--- src/rtl/plat_bank.sv ---
// Platform slot bank: spawns, scrolls and wraps NUM_PLAT platforms and answers
// landing queries by visiting one slot per clock.
//
//   state  | meaning
//   INIT   | spawn slot idx at Y = idx*SPACING, one slot per cycle
//   IDLE   | ready; services pending frame first, then pending query
//   SCROLL | add latched amount to slot idx, respawn on wrap
//   SCAN   | test slot idx against latched foot point; idx==NUM_PLAT reports
module plat_bank #(
    parameter int NUM_PLAT = 16,
    parameter int XW       = 9,
    parameter int YW       = 9,
    parameter int SCREEN_H = 480,
    parameter int SPACING  = 30,
    parameter int PLAY_W   = 480,
    parameter int PLAT_H   = 8,
    parameter int W_EASY   = 64,
    parameter int W_MED    = 48,
    parameter int W_HARD   = 32
) (
    input  logic                   Clk,
    input  logic                   Reset_n,
    input  logic                   frame_clk,
    input  logic [7:0]             scroll_amt,
    input  logic [1:0]             difficulty,
    input  logic                   land_req,
    input  logic [9:0]             land_x,
    input  logic [9:0]             land_y,
    output logic                   land_done,
    output logic                   land_hit,
    output logic [4:0]             land_idx,
    output logic [YW-1:0]          land_top,
    output logic [NUM_PLAT*XW-1:0] plat_x,
    output logic [NUM_PLAT*YW-1:0] plat_y,
    output logic [NUM_PLAT*7-1:0]  plat_w,
    output logic                   ready,
    output logic [11:0]            score,
    output logic                   overrun
);

    localparam int IW = $clog2(NUM_PLAT + 1);
    localparam int MW = (XW > YW) ? XW : YW;
    localparam int CW = ((MW > 10) ? MW : 10) + 2;
    localparam logic [15:0]   LFSR_SEED = 16'hACE1;
    localparam logic [15:0]   LFSR_MASK = 16'hB400;
    localparam logic [XW:0]   X_LIM     = (XW+1)'(PLAY_W - W_EASY);
    localparam logic [XW-1:0] X_OFF     = {1'b1, {(XW-1){1'b0}}};
    localparam logic [YW:0]   H_V       = (YW+1)'(SCREEN_H);

    typedef enum logic [1:0] {INIT, IDLE, SCROLL, SCAN} state_t;

    state_t          state_q, state_d;
    logic [IW-1:0]   idx_q, idx_d;
    logic [15:0]     lfsr_q, lfsr_d;
    logic [7:0]      amt_q, amt_d;
    logic [11:0]     score_q, score_d;
    logic            ovr_q, ovr_d;
    logic            fpend_q, fpend_d;
    logic            lpend_q, lpend_d;
    logic [9:0]      px_q, px_d, py_q, py_d;
    logic [9:0]      sx_q, sx_d, sy_q, sy_d;
    logic            hit_q, hit_d;
    logic [4:0]      hidx_q, hidx_d;
    logic [YW-1:0]   htop_q, htop_d;
    logic            done_q, done_d;
    logic            rhit_q, rhit_d;
    logic [4:0]      ridx_q, ridx_d;
    logic [YW-1:0]   rtop_q, rtop_d;
    logic            frame_q;

    logic [XW-1:0]   x_q [NUM_PLAT];
    logic [YW-1:0]   y_q [NUM_PLAT];
    logic [6:0]      w_q [NUM_PLAT];

    logic [XW-1:0]   cur_x, wr_x, spawn_x, spawn_c;
    logic [YW-1:0]   cur_y, wr_y;
    logic [6:0]      cur_w, wr_w, spawn_w;
    logic            wr_en;
    logic [15:0]     lfsr_adv;
    logic [YW:0]     sum;
    logic            wrap, hit_now, frame_edge, last_slot;
    logic [11:0]     score_inc;

    always_comb begin
        cur_x = '0;
        cur_y = '0;
        cur_w = '0;
        for (int i = 0; i < NUM_PLAT; i++) begin
            if (idx_q == IW'(i)) begin
                cur_x = x_q[i];
                cur_y = y_q[i];
                cur_w = w_q[i];
            end
        end
    end

    assign frame_edge = frame_clk & ~frame_q;
    assign last_slot  = (idx_q == IW'(NUM_PLAT - 1));
    assign lfsr_adv   = lfsr_q[0] ? ((lfsr_q >> 1) ^ LFSR_MASK) : (lfsr_q >> 1);
    assign spawn_c    = lfsr_q[XW-1:0];
    // Candidates past the right edge fold back by half the X range.
    assign spawn_x    = ({1'b0, spawn_c} >= X_LIM) ? (spawn_c - X_OFF) : spawn_c;
    assign spawn_w    = (difficulty == 2'd0) ? 7'(W_EASY) :
                        (difficulty == 2'd1) ? 7'(W_MED)  : 7'(W_HARD);
    assign sum        = {1'b0, cur_y} + (YW+1)'(amt_q);
    assign wrap       = (sum >= H_V);
    assign score_inc  = (score_q == 12'hFFF) ? score_q : score_q + 12'd1;
    assign hit_now    = (CW'(cur_y) <= CW'(sy_q)) &&
                        (CW'(sy_q) < CW'(cur_y) + CW'(PLAT_H)) &&
                        (CW'(cur_x) <= CW'(sx_q)) &&
                        (CW'(sx_q) < CW'(cur_x) + CW'(cur_w));

    always_comb begin
        state_d = state_q;
        idx_d   = idx_q;
        lfsr_d  = lfsr_q;
        amt_d   = amt_q;
        score_d = score_q;
        ovr_d   = ovr_q;
        fpend_d = fpend_q;
        lpend_d = lpend_q;
        px_d    = px_q;
        py_d    = py_q;
        sx_d    = sx_q;
        sy_d    = sy_q;
        hit_d   = hit_q;
        hidx_d  = hidx_q;
        htop_d  = htop_q;
        done_d  = 1'b0;
        rhit_d  = rhit_q;
        ridx_d  = ridx_q;
        rtop_d  = rtop_q;
        wr_en   = 1'b0;
        wr_x    = cur_x;
        wr_y    = cur_y;
        wr_w    = cur_w;

        // The newest request always owns the pending coordinates.
        if (land_req) begin
            px_d = land_x;
            py_d = land_y;
        end
        if (state_q != IDLE) begin
            if (frame_edge) begin
                if (fpend_q) ovr_d = 1'b1;
                else         fpend_d = 1'b1;
            end
            if (land_req) lpend_d = 1'b1;
        end

        case (state_q)
            INIT: begin
                wr_en  = 1'b1;
                wr_x   = spawn_x;
                wr_y   = YW'(32'(idx_q) * 32'(SPACING));
                wr_w   = spawn_w;
                lfsr_d = lfsr_adv;
                if (last_slot) begin
                    state_d = IDLE;
                    idx_d   = '0;
                end else begin
                    idx_d = idx_q + IW'(1);
                end
            end
            IDLE: begin
                if ((frame_edge || fpend_q) && (scroll_amt != 8'd0)) begin
                    state_d = SCROLL;
                    idx_d   = '0;
                    amt_d   = scroll_amt;
                    fpend_d = 1'b0;
                    if (land_req) lpend_d = 1'b1;
                end else begin
                    fpend_d = 1'b0;
                    if (land_req || lpend_q) begin
                        state_d = SCAN;
                        idx_d   = '0;
                        lpend_d = 1'b0;
                        sx_d    = land_req ? land_x : px_q;
                        sy_d    = land_req ? land_y : py_q;
                        hit_d   = 1'b0;
                        hidx_d  = '0;
                        htop_d  = '0;
                    end
                end
            end
            SCROLL: begin
                wr_en = 1'b1;
                if (wrap) begin
                    wr_y    = YW'(sum - H_V);
                    wr_x    = spawn_x;
                    wr_w    = spawn_w;
                    lfsr_d  = lfsr_adv;
                    score_d = score_inc;
                end else begin
                    wr_y = sum[YW-1:0];
                end
                if (last_slot) begin
                    state_d = IDLE;
                    idx_d   = '0;
                end else begin
                    idx_d = idx_q + IW'(1);
                end
            end
            SCAN: begin
                if (idx_q == IW'(NUM_PLAT)) begin
                    done_d  = 1'b1;
                    rhit_d  = hit_q;
                    ridx_d  = hidx_q;
                    rtop_d  = htop_q;
                    state_d = IDLE;
                    idx_d   = '0;
                end else begin
                    if (hit_now && !hit_q) begin
                        hit_d  = 1'b1;
                        hidx_d = 5'(idx_q);
                        htop_d = cur_y;
                    end
                    idx_d = idx_q + IW'(1);
                end
            end
            default: state_d = INIT;
        endcase
    end

    always_ff @(posedge Clk) begin
        frame_q <= frame_clk;
        if (!Reset_n) begin
            state_q <= INIT;
            idx_q   <= '0;
            lfsr_q  <= LFSR_SEED;
            amt_q   <= '0;
            score_q <= '0;
            ovr_q   <= 1'b0;
            fpend_q <= 1'b0;
            lpend_q <= 1'b0;
            px_q    <= '0;
            py_q    <= '0;
            sx_q    <= '0;
            sy_q    <= '0;
            hit_q   <= 1'b0;
            hidx_q  <= '0;
            htop_q  <= '0;
            done_q  <= 1'b0;
            rhit_q  <= 1'b0;
            ridx_q  <= '0;
            rtop_q  <= '0;
            for (int i = 0; i < NUM_PLAT; i++) begin
                x_q[i] <= '0;
                y_q[i] <= '0;
                w_q[i] <= '0;
            end
        end else begin
            state_q <= state_d;
            idx_q   <= idx_d;
            lfsr_q  <= lfsr_d;
            amt_q   <= amt_d;
            score_q <= score_d;
            ovr_q   <= ovr_d;
            fpend_q <= fpend_d;
            lpend_q <= lpend_d;
            px_q    <= px_d;
            py_q    <= py_d;
            sx_q    <= sx_d;
            sy_q    <= sy_d;
            hit_q   <= hit_d;
            hidx_q  <= hidx_d;
            htop_q  <= htop_d;
            done_q  <= done_d;
            rhit_q  <= rhit_d;
            ridx_q  <= ridx_d;
            rtop_q  <= rtop_d;
            for (int i = 0; i < NUM_PLAT; i++) begin
                if (wr_en && (idx_q == IW'(i))) begin
                    x_q[i] <= wr_x;
                    y_q[i] <= wr_y;
                    w_q[i] <= wr_w;
                end
            end
        end
    end

    always_comb begin
        plat_x = '0;
        plat_y = '0;
        plat_w = '0;
        for (int i = 0; i < NUM_PLAT; i++) begin
            plat_x[i*XW +: XW] = x_q[i];
            plat_y[i*YW +: YW] = y_q[i];
            plat_w[i*7 +: 7]   = w_q[i];
        end
    end

    assign ready     = (state_q == IDLE);
    assign score     = score_q;
    assign overrun   = ovr_q;
    assign land_done = done_q;
    assign land_hit  = rhit_q;
    assign land_idx  = ridx_q;
    assign land_top  = rtop_q;

endmodule

--- config.mk ---
export PLATFORM = sky130hd
export DESIGN_NAME = plat_bank
export DESIGN_NICKNAME = d
export VERILOG_FILES = /design/src/rtl/plat_bank.sv
export SDC_FILE = /design/constraint.sdc
export NUM_CORES = 1
export LEC_CHECK = 0
export BUFFER_PORTS_ARGS = -buffer_cell sky130_fd_sc_hd__buf_2
export CAP_MARGIN = 20
export CELL_PAD_IN_SITES_DETAIL_PLACEMENT = 1
export CELL_PAD_IN_SITES_GLOBAL_PLACEMENT = 1
export CORE_ASPECT_RATIO = 1.25
export CORE_MARGIN = 2
export CORE_UTILIZATION = 47
export DETAILED_ROUTE_END_ITERATION = 6
export PLACE_DENSITY = 0.92
export SLEW_MARGIN = 20
export SYNTH_ARGS = -nofsm -noshare
export SYNTH_HDL_FRONTEND = slang
export SYNTH_SLANG_ARGS = --single-unit
--- constraint.sdc ---
create_clock -name Clk -period 20.1 [get_ports Clk]
set_input_delay 3.015 -clock Clk [delete_from_list [all_inputs] [get_ports Clk]]
set_output_delay 3.015 -clock Clk [all_outputs]
set_load 0.02 [all_outputs]
==> summary.md <==
| Metric | Value |
|---|---|
| Synthesized area | `24,800 sq um` |
| Post-synth EDFFs | `400` |
| Detailed placer's ending HPWL | `85.0 mm` |
| TritonRoute pass-1 iters | `7` |
| FF-to-FF path depth | `21` |
| Vias/cell | `6.92` |
| H-Tree Depth | `2` |
| Placed insts | `3,308` |
| Crit path required time | `20.41 ns` |
| Synthesized flop and latch total | `518` |
| CP Capture Type | `flip-flop` |
| Synth area leaders | `edfxtp_1 48%, dfxtp_1 9.5%, nor2_1 3.8%` |
| CTS clk-pin slew, worst paths | `0.06 ns` |
| Wire per inst | `35.2 microns` |
| Setup Skew | `0.0408 ns` |
| Power Density | `95.8 nW/um^2` |
| Top-area cell type share of the netlist area | `48.4%` |
| Critical R2R Launch | `idx_q[2]` |
| Crit path arrival time | `9.01 ns` |
| Hold_buf cts | `0` |
| Detailed Route WL | `120 mm` |
| Initial antenna violation count | `8` |
| GR Util All Layers | `42.9%` |
| Chip Height | `261 microns` |
| RSZ-0062 raised after global routing | `false` |
| Worst IR Drop VDD | `0.0000818 V` |
| Die ar. | `54,700 sq um` |
| Syn-to-layout area delta | `20.0%` |
| Starting DRT DRC Count | `3,143` |
| Final setup viols | `0` |
| Avg Cell Area, Syn | `10.9 sq um` |
| Postcts setup bufs | `0` |
| Largest net degree at the start of global routing | `58` |
| # IOs | `464` |
| Status | `complete, no violations` |
| Seq pwr share | `44.7%` |
| Setup TNS | `0 ns` |
| Area leader, netlist | `edfxtp_1` |
| Worst-Margin Slew | `1.24 ns` |
| CTS tree | `built` |
| Port Buffers | `463` |
| Worst reg2reg path endpoint | `w_q[0][20]` |
| Ys async rst share | `0%` |
| Chip Width | `210 microns` |
| Share of cells above drive strength 1 | `24.5%` |
| Main synth FF type | `edfxtp_1` |
| Grt total ovfl | `0` |
| Rows | `94` |
| HP Class | `flip-flop to flip-flop` |
| Clock network power share | `37.7%` |
| Initial core utilization | `47.3%` |
| Post-route clock period utilization | `43.3%` |
| GP Congestion | `1.01` |
| Slew headroom | `17.3%` |
| Clock Latency Late Sink | `0.64 ns` |
| Yosys warnings | `0` |
| CTS Sinks | `518` |
| Final ANT Viol Nets | `0` |
| Number of global-route vias before repair | `23.8k` |
| Internal Pwr Total | `1.99 mW` |
| Clock buffer count from CTS | `51` |
| Worst-path fanout max | `21` |
| Leakage power | `12.0 nW` |
| CTS max path bufs | `3` |
| Clock root buffer | `clkbuf_16` |
| Core box area | `52,500 sq um` |
| Nets | `2,809` |
| Crit start category | `flip-flop` |
| Final Hold Fails | `0` |
| Max_cap viols | `0` |
| Fin cells | `3,406` |
| CTS resizes | `0` |
| Fin crit period | `8.70 ns` |
| Max Transition Viols Final | `0` |
| Residual DRC | `0` |
| R2R setup slack | `11.40 ns` |
| Switch Pwr | `861 uW` |
| Hold Path End | `land_top[4]` |
| Hold path depth | `2` |
| Fmax | `0.115 GHz` |
| Commonest cells after routing, fill and taps aside | `463 x buf_2, 400 x edfxtp_1, 251 x nor2_1, 184 x a21oi_1, 157 x nand2_1` |
| Logic gate share of total power | `17.6%` |
| Syn Inst Count | `2,280` |
| Kind of critical path | `flip-flop to flip-flop` |
| Sw Ratio | `30.2%` |
| Seq/Total Area, Yosys | `57.9%` |
| Routed vias | `23.6k` |
| Synth cell types | `87` |
| Net Count, Synth | `2,398` |
| Worst Min Path Start | `land_top[4]` |
| Commonest non-fill, non-tap cell in the layout | `buf_2` |
| First-pass GRT wire length | `168 mm` |
## state kept, by name (all words and copies together), names as in the netlist, 2 cells and up
name and cells:
amt_q 8, hidx_q 5, htop_q 9, idx_q 5, land_idx 5, land_top 9
lfsr_q 16, px_q 10, py_q 10, score 12, state_q 2, sx_q 10
sy_q 10, w_q 112, x_q 144, y_q 144
## cell families (layout without fill, tap and decap cells)
| logic type | after synthesis | after routing | share of synthesized area (%) |
|---|---|---|---|
| other | 0 | 2 | 0 |
| buffers and inverters | 258 | 710 | 4.14 |
| flip-flops | 518 | 518 | 57.9 |
| adder cells (fa/ha/maj) | 85 | 85 | 4.55 |
| AO/OA/AOI/OAI | 599 | 599 | 16.1 |
| multiplexers | 38 | 38 | 1.55 |
| AND/OR/NAND/NOR | 762 | 762 | 15.0 |
| XOR/XNOR | 20 | 20 | 0.706 |
## synth_stat cells (8+ instances only)
library cell,count
edfxtp_1,400
nor2_1,251
a21oi_1,188
nand2_1,157
clkbuf_1,125
dfxtp_1,118
o21ai_0,89
ha_1,75
nand3_1,75
inv_1,73
nor3_1,73
nor3b_1,56
a211oi_1,44
buf_2,41
mux2i_1,37
o221ai_1,32
a22oi_1,29
a221oi_1,28
nor2b_1,26
a22o_1,25
and3_1,23
nand2b_1,20
nand4_1,16
o22ai_1,16
a21o_1,15
o31ai_1,14
xnor2_1,14
a31oi_1,13
o211ai_1,13
buf_1,12
o21ai_1,12
and3b_1,11
a221o_1,10
fa_1,9
nand3b_1,9
nor4_1,8
or4_1,8
## worst max-delay path, stage by stage (launching register included)
cell	delay, ns
dfxtp_1	0.49
inv_1	0.25
ha_1	0.19
buf_4	0.26
nand2b_1	0.64
nor2_1	0.58
a221oi_1	0.14
o311ai_1	0.43
o21ai_0	0.23
o31a_1	0.29
o31ai_1	0.72
buf_4	0.27
ha_1	0.19
fa_1	0.27
a211oi_2	0.10
or2_1	0.28
a221oi_4	0.42
nand3_2	0.20
or4_4	0.59
o22ai_2	0.61
o21ai_1	0.47
a21oi_1	0.74
## metal layers
metal | up-vias | track usage [%] | wire length, microns
li1 | 9347 | - | -
met1 | 11300 | 45.8 | 36500
met2 | 2187 | 68.6 | 54300
met3 | 695 | 13.9 | 15700
met4 | 8 | 38.4 | 13300
met5 | - | 0 | 47
## per-stage QoR
step	power (mW)	hold slack, ns	instance area [sq um]	util, %	setup WS [ns]
global placement	1.74	0.440	27800	53.1	12.05
finish	2.85	0.456	29800	56.8	11.40
detailed placement	1.76	0.451	27900	53.1	11.93
CTS	2.82	0.458	29700	56.7	11.90
global route	2.90	0.484	29800	56.8	11.45
floorplan	1.54	0.429	24800	-	13.52
## worst max path at each step
stage	startpoint	to	slack [ns]	depth (start not counted)
2_1_floorplan	idx_q[1]	x_q[1][21]	13.52	27
3_3_place_gp	idx_q[2]	x_q[1][38]	12.05	17
3_5_place_dp	idx_q[2]	x_q[1][56]	11.93	17
4_1_cts	idx_q[2]	x_q[1][38]	11.90	17
5_1_grt	idx_q[2]	w_q[0][20]	11.45	21
6_report	idx_q[2]	w_q[0][20]	11.40	21
## final cells by class
class	count	area, sq um
Clock buffer	60	1370
Multi-Input combinational cell	1504	9530
Sequential cell	518	14400
Clock inverter	34	484
Timing Repair Buffer	538	2890
Fill cell	5724	22700
Tap cell	672	841
Inverter	78	294
Antenna cell	2	5.00
## power groups by stage
stage          Combinational [mW]  Sequential (mW)  Clock (mW)
3_3_place_gp                0.456             1.29           0
4_1_cts                     0.479             1.27        1.07
6_report                    0.503             1.28        1.07
5_1_grt                     0.521             1.28        1.10
3_5_place_dp                0.473             1.29           0
2_1_floorplan               0.214             1.33           0
(Power assumes the default switching activity.)
